`config.mk`:
```
export PLATFORM = sky130hd
export DESIGN_NAME = fifo_wr_arbiter
export DESIGN_NICKNAME = d
export VERILOG_FILES = /design/src/rtl/fifo_wr_arbiter.sv
export SDC_FILE = /design/constraint.sdc
export NUM_CORES = 1
export LEC_CHECK = 0
export BUFFER_PORTS_ARGS = -buffer_cell sky130_fd_sc_hd__buf_2
export CELL_PAD_IN_SITES_DETAIL_PLACEMENT = 0
export CELL_PAD_IN_SITES_GLOBAL_PLACEMENT = 1
export CORE_MARGIN = 2
export CORE_UTILIZATION = 34
export DETAILED_ROUTE_END_ITERATION = 8
export PLACE_DENSITY_LB_ADDON = 0.1
export SYNTH_ARGS = -nofsm -noshare
export SYNTH_HDL_FRONTEND = slang
export SYNTH_SLANG_ARGS = --single-unit
```
`constraint.sdc`:
```
create_clock -name clk_i -period 2.8 [get_ports clk_i]
set_input_delay 0.14 -clock clk_i [delete_from_list [all_inputs] [get_ports clk_i]]
set_output_delay 0.14 -clock clk_i [all_outputs]
set_load 0.1 [all_outputs]
```
`src/rtl/fifo_wr_arbiter.sv`:
```
// Round-robin arbiter sharing one fifo write port between producers, with bounded bursts.
// Optional macro FIFO_ARB_LOCK_EN adds req_lock_i, letting the owner extend its burst.
module fifo_wr_arbiter #(
    parameter int data_word_size_g = 8,
    parameter int num_requesters_g = 4,
    parameter int max_burst_g      = 4
) (
    input  logic                                         clk_i,
    input  logic                                         rst_i,
    input  logic                                         clk_en_i,
    input  logic [num_requesters_g-1:0]                  req_valid_i,
    input  logic [num_requesters_g*data_word_size_g-1:0] req_data_i,
`ifdef FIFO_ARB_LOCK_EN
    input  logic [num_requesters_g-1:0]                  req_lock_i,
`endif
    output logic [num_requesters_g-1:0]                  req_ready_o,
    output logic [num_requesters_g-1:0]                  grant_o,
    output logic                                         w_en_o,
    output logic [data_word_size_g-1:0]                  w_data_o,
    input  logic                                         w_full_i
);

    localparam int N  = num_requesters_g;
    localparam int W  = data_word_size_g;
    localparam int IW = $clog2(num_requesters_g);
    localparam int CW = $clog2(max_burst_g + 1);

    typedef enum logic {IDLE, GRANT} state_t;

    state_t          state_q, state_d;
    logic [IW-1:0]   owner_q, owner_d;
    logic [IW-1:0]   rr_ptr_q, rr_ptr_d;
    logic [CW-1:0]   beat_cnt_q, beat_cnt_d;

    logic [IW:0]     win_idle, win_rel;
    logic [IW-1:0]   nxt_ptr;
    logic            in_grant, owner_vld, accept, locked, at_max, last_beat, release_now;

    // Returns {found, index} of the first valid bit at or above ptr, wrapping.
    function automatic logic [IW:0] arbitrate(input logic [N-1:0] vld, input logic [IW-1:0] ptr);
        logic [IW:0]   res;
        logic [IW-1:0] kk;
        int            k;
        res = '0;
        for (int i = 0; i < N; i++) begin
            k = int'(ptr) + i;
            if (k >= N) k = k - N;
            kk = IW'(k);
            if (!res[IW] && vld[kk]) res = {1'b1, kk};
        end
        return res;
    endfunction

`ifdef FIFO_ARB_LOCK_EN
    assign locked = req_lock_i[owner_q];
`else
    assign locked = 1'b0;
`endif

    assign in_grant    = (state_q == GRANT);
    assign owner_vld   = req_valid_i[owner_q];
    assign accept      = in_grant & owner_vld & ~w_full_i & clk_en_i;
    assign at_max      = (beat_cnt_q == CW'(max_burst_g));
    assign last_beat   = accept & (beat_cnt_q == CW'(max_burst_g - 1));
    // A locked owner keeps the port; once the lock drops a saturated count releases at once.
    assign release_now = ~owner_vld | (~locked & (last_beat | at_max));
    assign nxt_ptr     = (owner_q == IW'(N - 1)) ? '0 : owner_q + 1'b1;
    assign win_idle    = arbitrate(req_valid_i, rr_ptr_q);
    assign win_rel     = arbitrate(req_valid_i, nxt_ptr);

    always_comb begin
        state_d    = state_q;
        owner_d    = owner_q;
        rr_ptr_d   = rr_ptr_q;
        beat_cnt_d = beat_cnt_q;
        case (state_q)
            IDLE: begin
                if (win_idle[IW]) begin
                    state_d    = GRANT;
                    owner_d    = win_idle[IW-1:0];
                    beat_cnt_d = '0;
                end
            end
            GRANT: begin
                if (release_now) begin
                    rr_ptr_d   = nxt_ptr;
                    beat_cnt_d = '0;
                    if (win_rel[IW]) owner_d = win_rel[IW-1:0];
                    else             state_d = IDLE;
                end else if (accept && !at_max) begin
                    beat_cnt_d = beat_cnt_q + 1'b1;
                end
            end
            default: state_d = IDLE;
        endcase
    end

    always_ff @(posedge clk_i or posedge rst_i) begin
        if (rst_i) begin
            state_q    <= IDLE;
            owner_q    <= '0;
            rr_ptr_q   <= '0;
            beat_cnt_q <= '0;
        end else if (clk_en_i) begin
            state_q    <= state_d;
            owner_q    <= owner_d;
            rr_ptr_q   <= rr_ptr_d;
            beat_cnt_q <= beat_cnt_d;
        end
    end

    assign grant_o     = in_grant ? (N'(1) << owner_q) : '0;
    assign w_en_o      = accept;
    assign w_data_o    = in_grant ? req_data_i[int'(owner_q)*W +: W] : '0;
    assign req_ready_o = grant_o & {N{~w_full_i & clk_en_i}};

endmodule

```
# Word-level counts from Yosys, hierarchy flattened
# Cells that the tools add are included.
# op_classes
n_addsub	16
magnitude_cmp	17
n_eq_ne	7
shifts	2
muxes	49
n_bitwise	11
reduce_logical	17
# op_table
cell	count
$mux 3	11
$shiftx 32x6->8	1
$lt 2x3->1 const B	9
$mux 2	12
$bmux 1 s2	9
$ge 3x3->1 const B	6
$sub 2x1->2 const B	8
$add 2x2->3 const B	4
$mux 1	12
$mux 8	1
$logic_and 1x1->1	7
$logic_not 1->1	7
$add 2x1->3 const B	2
$ge 2x3->1 const B	2
$pmux 3 s2	1
$reduce_and 3->1	2
$and 1x1->1	5
$and 4x4->4	1
$mux 4	1
$ne 2x1->1 const B	2
$pmux 2 s2	1
$reduce_and 4->1	1
$shl 1x2->4 const A	1
$add 3x1->3 const B	1
other kinds (9)	12
# word_totals
ff_bits	8
out_inout_bits	17
wordCells	123

# Longest topological paths before layout
# depth
word_depth	19
mapped_depth	7

# Worst setup path after synthesis
# No wires, ideal clock.
# synth_path
kind	register to output
start	register owner_q[0]
end	output w_data_o[0]
arrival_ns	1.742
setup_slack_ns	0.918
path_stages_with_launch	4
path_buffers	1
cell_sequence	dfrtp_1 buf_2 mux4_2 and2_1
# synth_via
elab_chain_cells	2
# synth_rtl
item	line_no	rtl
from (decl)	31	logic [IW-1:0] owner_q, owner_d;
from (signal assigned)	106	owner_q <= owner_d;
$shiftx 32x6->8	114	assign w_data_o = in_grant ? req_data_i[int'(owner_q)*W +: W] : '0;
$mux 8	114	
to (decl)	19	output logic [data_word_size_g-1:0] w_data_o,
# No other way between the ends.

# Worst setup path after layout
# layout_path
start	register owner_q[0]
end	output w_en_o
# layout_via
elab_chain_cells	5
# layout_rtl
item	line_no	rtl
$bmux 1 s2	61	assign owner_vld = req_valid_i[owner_q];
$mux 1 (not written as such)	61	
$and 1x1->1 (3 in series)	62	assign accept = in_grant & owner_vld & ~w_full_i & clk_en_i;
to (decl)	18	output logic w_en_o,
# No other way between the ends. The select of a mux whose other input is x is not followed.

==> impl_results.md <==
* Outcome: finished clean
* Worst setup path end: w_en_o
* Largest area contributor in the netlist: dfrtp_1
* PortBufs at 56
* Net Count, Synth at 154
* Critical Path Source: owner_q[0]$_DFFE_PP0P_
* Total track usage at 17.4%
* Pwr/cell area at about 1100 nW/µm²
* Clk slew on worst S/H paths at 0.05 ns
* Minimum clock period at between 2 and 2.5 ns
* Syn_area_per_cell at 9.45 µm²
* Count of final setup violators at 0
* Most frequent cells in the layout: buf_2, and2_1, inv_1, mux4_2, dfrtp_1
* Die Width at 58.5 µm
* R2r endpoint: owner_q[1]$_DFFE_PP0P_
* Max H-tree Level at 1
* Share of the synthesized area in the top cell type at 19.8%
* CTS resizes at 0
* Row cnt at 19
* Number of flops mapped to enable cells by yosys at 0
* Crit path arrival time at 2.19 ns
* Max-cap violations at 0
* Worst setup SP type: register
* Leading cell type in the layout, fill and taps excluded: buf_2
* Die footprint at 3430 µm²
* Crit end category: output port
* Post-synthesis sequential area ratio at about a fifth
* Drt drc at 0
* Seq cells post-synth at 8
* Slew margin rel. at roughly 53%
* Max IR drop VDD at between 900 and 1000 µV
* Gr ovfl total at 0
* Initial Utilization at around 36%
* Clk_skew at 0.000571 ns
* Io pins at 57
* Synth Cell Area at 1010 µm²
* Hold crit path type: in -> reg
* Worst-Skew Late Latency at around 0.25 ns
* Fin cells at approximately 190
* Flop2flop setup slack at 0.71 ns
* Detailed-route wire length per cell at 13.9 µm
* CTS sink cnt at 8
* CTS tree: done
* Pin count of the biggest net entering global routing at 20
* Final ANT Viol Nets at 0
* Unrepaired setup endpoints after global routing: no
* Warnings, synthesis at 0
* Final Hold Vio Count at 0
* Layout area overhead at 31.4%
* Setup CP Type: reg -> out
* RePlAce Congestion at 0.776
* Period utilization at 83.3%
* Lkg Pwr at about 0.00067 µW
* Ys async rst share at 100%
* Fraction of layout cells with a size suffix above 1 at a little under 50%
* Fmax at 429 MHz
* Worst R2R Start: owner_q[0]$_DFFE_PP0P_
* HPWL Detailed at 2150 µm
* Root Buffer: clkbuf_4
* Fill cell count at 285
* Cts bufs inserted at 3
* Largest cells by area after synthesis: dfrtp_1, mux4_2, and2_1
* Antenna violations before repair at 0
* Ys flop type: dfrtp_1
* Final Max Tran Viols at 0
* First-pass GRT wire length at roughly 4700 µm
* Total number of vias at 1019
* Layout Nets at 209
* Worst-margin pin slew at 0.710 ns
* Setup TNS at 0 ns
* Total Wirelength at ~2600 µm
* Distinct cell type count after synthesis at 35
* CORE AREA at ~2800 µm²
* Synth Instances at 107
* Worst path required time at 2.66 ns
* Vias per cell at 5.34
* First-iteration detailed-routing DRC count at 33
* Max FO, Critical Path at 16
* Post-CTS setup buffer count at 0
* Placed cell count at 187
* Total power at 1410 µW
* Hold Buf Count CTS at 1
* Chip height at between 50 and 60 µm
* Vias in the first global route at just over 1k
* Maximum clock insertion buffer count at 2
* Diode count at 0
* Reg2Reg Depth at 6
* DR pass1 iterations at 4
-- per-layer routing --
metal | vias to the layer above | GRT usage (%) | share of wire, %
li1 | 500 | - | -
met3 | 2 | 2.86 | 3.6
met4 | 0 | 3.99 | 0.53
met2 | 19 | 30.5 | 54
met5 | - | 0 | 0
met1 | 498 | 22.5 | 42
-- synthesized netlist by cell type (3+ instances only) --
master    instances
inv_1            11
nand2_1           7
clkbuf_1          3
and2_1           16
a21oi_1           3
o21ai_0           4
nor2_1            4
a31oi_1           4
buf_2             3
mux4_2            8
ha_1              7
dfrtp_1           8
o211ai_1          3
-- power breakdown --
group | switching, µW | internal [µW] | leakage, µW | total, µW
combinational | 757 | 318 | 0.000553 | 1070
clock | 36.9 | 48.9 | 0.0000138 | 85.8
sequential | 102 | 150 | 0.0000994 | 252
-- layout make-up --
| type | count | area [µm²] | area share (%) |
|---|---|---|---|
| inverters | 11 | 41.3 | 3.11 |
| flip-flops and latches | 8 | 200 | 15.1 |
| repair buffers | 57 | 290 | 21.8 |
| multi-input cells | 81 | 736 | 55.4 |
| clock buffers | 3 | 22.5 | 1.69 |
| well taps | 31 | 38.8 | 2.92 |
-- sequential cells by signal, indices dropped and copies added, names as in the netlist --
name,flops
in_grant,1
owner_q,2
rr_ptr_q,2
beat_cnt_q,3
-- logic make-up after synthesis --
kind of cell             count (synthesis)  synth area share, %
AO/OA/AOI/OAI                           24                 17.8
adder cells (fa/ha/maj)                  7                 8.66
buffers and inverters                   18                 7.43
flip-flops                               8                 19.8
multiplexers                            11                 22.5
AND/OR/NAND/NOR                         39                 23.8
-- metrics by stage --
step	cell area, µm²	util (%)	hold WS, ns	setup slack, ns
2_1_floorplan	1010	-	-0.0443	0.918
3_3_place_gp	1300	46.6	0.0994	0.730
3_5_place_dp	1300	46.6	0.101	0.683
4_1_cts	1330	47.8	0.131	0.421
5_1_grt	1330	47.8	0.135	0.294
6_report	1330	47.8	0.137	0.469
-- worst max-delay path: stages, from the launching register on --
cell	delay, ns
dfrtp_1	0.80
mux4_2	0.66
and2_2	0.20
buf_2	0.28
-- how the worst min path moves through the flow --
| stage | from | endpoint | slack [ns] | cells past startpoint |
|---|---|---|---|---|
| finish | clk_en_i | in_grant$_DFFE_PP0P_ | 0.14 | 2 |
| global route | clk_en_i | in_grant$_DFFE_PP0P_ | 0.13 | 2 |
| CTS | clk_en_i | in_grant$_DFFE_PP0P_ | 0.13 | 2 |
| detailed placement | rst_i | beat_cnt_q[1]$_DFFE_PP0P_ | 0.10 | 2 |
| global placement | rst_i | in_grant$_DFFE_PP0P_ | 0.1 | 2 |
| floorplan | rst_i | beat_cnt_q[0]$_DFFE_PP0P_ | -0.04 | 1 |
Note: power is estimated with default switching activity, not from simulation.
